==> config.mk <==
export PLATFORM = sky130hd
export DESIGN_NAME = cdb_arbiter
export DESIGN_NICKNAME = d
export VERILOG_FILES = /design/src/rtl/cdb_arbiter.sv
export SDC_FILE = /design/constraint.sdc
export NUM_CORES = 1
export LEC_CHECK = 0
export ABC_AREA = 1
export CAP_MARGIN = 0
export CORE_MARGIN = 5
export CORE_UTILIZATION = 42
export CTS_CLUSTER_SIZE = 28
export DETAILED_ROUTE_END_ITERATION = 8
export PLACE_DENSITY_LB_ADDON = 0.05
export SYNTH_ARGS = -nofsm -noshare
export SYNTH_HDL_FRONTEND = slang
export SYNTH_SLANG_ARGS = --single-unit
==> constraint.sdc <==
create_clock -name clock -period 4.08 [get_ports clock]
set_input_delay 0.612 -clock clock [delete_from_list [all_inputs] [get_ports clock]]
set_output_delay 0.612 -clock clock [all_outputs]
set_load 0.01 [all_outputs]
==> src/rtl/cdb_arbiter.sv <==
// cdb_arbiter: round-robin arbiter driving a registered common data bus (CDB).
//
// Functional units present results on req_valid/req_tag/req_data and keep them
// stable until accepted. Exactly one (or no) requester is granted per cycle via
// the combinational req_ready vector; the winning tag/data/source index are
// broadcast on the CDB one cycle later.
//
// Ports:
//   clock         rising-edge clock
//   reset_n       synchronous active-low reset
//   req_valid     per-requester result valid
//   req_tag       packed per-requester tags, requester i at [i*TAG_W +: TAG_W]
//   req_data      packed per-requester data, requester i at [i*DATA_W +: DATA_W]
//   req_ready     one-hot or zero grant (combinational)
//   flush         branch-mispredict flush, blocks all grants this cycle
//   cdb_valid     broadcast valid (registered)
//   cdb_tag       broadcast tag (registered, held when idle)
//   cdb_data      broadcast data (registered, held when idle)
//   cdb_src       index of the winning requester (registered, held when idle)
//   conflict_cnt  saturating count of non-flush cycles with 2+ requesters valid
module cdb_arbiter #(
   parameter int unsigned NUM_REQ = 4,
   parameter int unsigned TAG_W   = 4,
   parameter int unsigned DATA_W  = 32,
   parameter int unsigned SRC_W   = 2
) (
   input  logic                        clock,
   input  logic                        reset_n,
   input  logic [NUM_REQ-1:0]          req_valid,
   input  logic [NUM_REQ*TAG_W-1:0]    req_tag,
   input  logic [NUM_REQ*DATA_W-1:0]   req_data,
   output logic [NUM_REQ-1:0]          req_ready,
   input  logic                        flush,
   output logic                        cdb_valid,
   output logic [TAG_W-1:0]            cdb_tag,
   output logic [DATA_W-1:0]           cdb_data,
   output logic [SRC_W-1:0]            cdb_src,
   output logic [15:0]                 conflict_cnt
);

   typedef enum logic [0:0] {StIdle, StBcast} state_e;

   state_e              state_q, state_d;
   logic [SRC_W-1:0]    ptr_q, ptr_d;
   logic [TAG_W-1:0]    cdb_tag_q, cdb_tag_d;
   logic [DATA_W-1:0]   cdb_data_q, cdb_data_d;
   logic [SRC_W-1:0]    cdb_src_q, cdb_src_d;
   logic [15:0]         cnt_q, cnt_d;

   logic [NUM_REQ-1:0]  grant;
   logic                xfer;
   int unsigned         idx;
   logic [SRC_W-1:0]    win_src;
   logic [TAG_W-1:0]    win_tag;
   logic [DATA_W-1:0]   win_data;
   logic                multi;

   // Round-robin search starting at ptr_q; the first valid requester wins.
   // Reset and flush both suppress every grant.
   always_comb begin
      grant = '0;
      xfer  = 1'b0;
      idx   = 0;
      if (reset_n && !flush) begin
         for (int unsigned k = 0; k < NUM_REQ; k++) begin
            idx = (32'(ptr_q) + k) % NUM_REQ;
            if (!xfer && req_valid[idx[SRC_W-1:0]]) begin
               xfer                  = 1'b1;
               grant[idx[SRC_W-1:0]] = 1'b1;
            end
         end
      end
   end

   // Select the winner's payload from the one-hot grant.
   always_comb begin
      win_src  = '0;
      win_tag  = '0;
      win_data = '0;
      for (int unsigned j = 0; j < NUM_REQ; j++) begin
         if (grant[j]) begin
            win_src  = SRC_W'(j);
            win_tag  = req_tag[j*TAG_W +: TAG_W];
            win_data = req_data[j*DATA_W +: DATA_W];
         end
      end
   end

   assign multi = ($countones(req_valid) > 1);

   always_comb begin
      state_d    = xfer ? StBcast : StIdle;
      ptr_d      = ptr_q;
      cdb_tag_d  = cdb_tag_q;
      cdb_data_d = cdb_data_q;
      cdb_src_d  = cdb_src_q;
      cnt_d      = cnt_q;
      if (xfer) begin
         ptr_d      = SRC_W'((32'(win_src) + 1) % NUM_REQ);
         cdb_tag_d  = win_tag;
         cdb_data_d = win_data;
         cdb_src_d  = win_src;
      end
      if (!flush && multi && (cnt_q != 16'hFFFF)) begin
         cnt_d = cnt_q + 16'd1;
      end
   end

   always_ff @(posedge clock) begin
      if (!reset_n) begin
         state_q    <= StIdle;
         ptr_q      <= '0;
         cdb_tag_q  <= '0;
         cdb_data_q <= '0;
         cdb_src_q  <= '0;
         cnt_q      <= '0;
      end else begin
         state_q    <= state_d;
         ptr_q      <= ptr_d;
         cdb_tag_q  <= cdb_tag_d;
         cdb_data_q <= cdb_data_d;
         cdb_src_q  <= cdb_src_d;
         cnt_q      <= cnt_d;
      end
   end

   assign req_ready    = grant;
   assign cdb_valid    = (state_q == StBcast);
   assign cdb_tag      = cdb_tag_q;
   assign cdb_data     = cdb_data_q;
   assign cdb_src      = cdb_src_q;
   assign conflict_cnt = cnt_q;

endmodule

==> key figures <==
Setup path
  – Startpoint type of the worst setup path: flip-flop
  – Worst EP required: 3470 ps
  – WP data arrival: 3080 ps
  – Type of the setup path with the least slack: flip-flop to primary output
  – Maximum fanout encountered on the critical timing path: 21
  – Kind of capture point of the worst setup path: primary output

Final layout
  – Share of layout cells above drive strength 1: 8.19%
  – Layout area overhead: 55.7%
  – Most used cells in the layout excluding fill and tap cells: clkdlybuf4s50_1, nand2_1, nand3_1
  – Antenna fix cells: 0
  – Most common cell after layout, fill and taps aside: clkdlybuf4s50_1
  – Final nets: 1060
  – Final core area utilization: 67.7%
  – Finished Layout Cells: 1037
  – Final Instance Area: 6680 um^2

Die
  – Starting utilization of the core area: 43.5%
  – Placement Rows: 36
  – Die outline area: 12300 um^2
  – Boundary pin count: 210
  – Core outline area: 9860 um^2
  – Vert. Die Dim: 111 um
  – Overall die width: 111 um

Routing
  – Metal3 WL: 1470 um
  – Remaining antenna violation count: 0
  – First DRT Iteration DRCs: 280
  – Via Count: 5208
  – Metal-1 WL: 6340 um
  – WL final: 15800 um
  – Met2 wirelength from detailed routing: 7430 um
  – Via/cell ratio: 5.02
  – DRC: 0
  – Highest metal used: met4
  – Routed wire length per instance: 15.2 um
  – Detailed Routing Iterations Pass 1: 5

Power
  – Power density normalized to cell area: 326 nW/um^2
  – Cell leakage power: 2.95 nW
  – Worst vdd rail ir drop: 0.176 mV
  – Design Power: 2.17 mW

STA
  – Unrepaired setup endpoints after global routing: no
  – Aggregate negative setup slack: 0 ps
  – Fmax: 0.271 GHz
  – Final worst path period share: 90.4%
  – Final setup violating endpoints: 0
  – Final critical-path required period: 3690 ps
  – Pins Over Slew Limit: 0
  – Number of hold-slack violations in the final timing report: 0
  – Clock tree skew after final layout: 9.88 ps
  – Slew at the pin with the worst max-slew slack: 586 ps
  – Relative slew margins: 61.0%

Placement
  – Placed Instance Area: 6430 um^2
  – PortBufs: 209
  – Cell count after placement: 1022
  – Placed wire-length estimate: 12000 um
  – Routability congestion estimate from global placement: 0.888

Global route
  – Remaining global-route overflow: 0
  – Pin count of the biggest net entering global routing: 45
  – First-pass GRT wire length: 25400 um
  – Global-route total usage across every layer: 25.1%
  – Via count of the first global-routing pass: 5236
  – Antenna violations before repair: 0

CTS
  – Clock sinks: 57
  – Total clock buffers created by CTS: 9
  – Clock-pin slew reported for the worst setup and hold paths after clock tree synthesis: 70 ps
  – Number of hold buffers added after CTS: 0
  – Clock H-tree levels: 3
  – Count of instances resized after the clock tree is built: 0
  – Post CTS Setup Buffer Count: 0
  – Clock Tree Buf Depth: 2
  – Skew-Pair Late Insertion Delay: 350 ps
  – CTS tree: done
  – Library cell used as clock root buffer: clkbuf_8

Logic synthesis
  – Synthesized Nets: 860
  – Unique cell type count in the Yosys netlist: 37
  – Summed instance area of the synthesized netlist: 4290 um^2
  – Synth Instances: 700
  – Yosys warning total: 0
  – #FFs+latches synth: 57
  – Post-Syn Area per Cell: 6.13 um^2
  – Sequential area share after synthesis: 26.6%

Status
  – Status: complete, no violations

Run
  – Number of max-cap violations: 0

Hold path
  – Path class of the lowest-slack min-delay path: flip-flop to flip-flop
==> cell usage after synthesis <==
master      n  area (um^2)
a211oi_1    2         15.0
a21oi_1    41          205
a21oi_2    11         96.3
a31oi_1     1         6.26
buf_2      11         55.1
buf_4       4         30.0
buf_6       6         67.6
buf_8       1         15.0
clkbuf_1    9         33.8
clkinv_1    2         7.51
clkinv_4    1         8.76
dfxtp_1    57         1140
fa_1        1         20.0
ha_1        8          100
inv_1      83          312
inv_2       6         22.5
inv_8       2         22.5
nand2_1   196          736
nand2_2    10         62.6
nand2_4     5         56.3
nand2_8     2         40.0
nand3_1    97          485
nand3_4     3         52.6
nand4_1     2         12.5
nand4_2     1         12.5
nor2_1     60          225
nor2_2      2         12.5
nor2_4      3         33.8
nor3_1      7         35.0
nor3_2      1         10.0
nor4_1      1         6.26
o21ai_0    20          100
o21ai_1    22          110
or2_0      11         68.8
or2_1       9         56.3
or2_2       1         6.26
xor2_1      1         8.76
==> final timing paths <==
check              startpoint           end  slack (ps)  cells past startpoint
setup / recovery     ptr_q[0]  req_ready[2]         390                     12
hold / removal    cdb_data[0]   cdb_data[0]         470                      2
setup reg to reg     ptr_q[0]   cdb_data[4]        1120                     17
hold reg to reg   cdb_data[0]   cdb_data[0]         470                      2
==> registers in the layout, summed over array words and instances, names as in the netlist <==
register      count
ptr_q             2
cdb_data         32
cdb_valid         1
cdb_src           2
cdb_tag           4
conflict_cnt     16
==> area by class of cell <==
class                   count  area (um^2)
clock inverters             4         98.8
inverters                  94          373
fillers                   853         3190
repair buffers            220         2170
clock buffers              11          151
well taps                 133          166
multi-input cells         518         2570
flip-flops and latches     57         1140
==> worst max-delay path, stage by stage (launching register included) <==
cell and delay [ps]:
dfxtp_1 470, inv_8 80, ha_1 370, inv_1 120
nand3_1 100, nand2_2 140, nand2_2 80, nor2_4 100
nand3_1 120, nand2_4 240, nand2_4 70, inv_2 240
clkdlybuf4s50_1 600
==> routing by layer <==
| metal | GRT usage, % | vias up |
|---|---|---|
| met1 | 29.3 | 2347 |
| met2 | 41.8 | 221 |
| met4 | 10.2 | 0 |
| met5 | 0 | - |
| met3 | 8.84 | 30 |
| li1 | - | 2610 |
==> metrics by stage <==
step                setup WS [ps]  hold WS, ps
global route                  183          492
global placement              501          456
detailed placement            457          457
CTS                           403          468
floorplan                    1530          488
finish                        390          467
==> report_power, final <==
part,internal [mW],total [mW],leakage (nW),switching [mW]
clock network,0.438,0.692,0.126,0.254
registers,0.610,0.643,0.463,0.0335
logic,0.385,0.839,2.36,0.454
==> kinds of logic (layout without fill, tap and decap cells) <==
kind of cell	count (synthesis)	in the layout	synth area share, %
and+or+nand+nor	411	411	44.6
buffers and inverters	125	329	13.4
AOI/OAI and AO/OA	97	97	12.4
DFF	57	57	26.6
adders and majority gates	9	9	2.80
xor gates and xnor gates	1	1	0.204
Power figures use the tool's default switching activity.
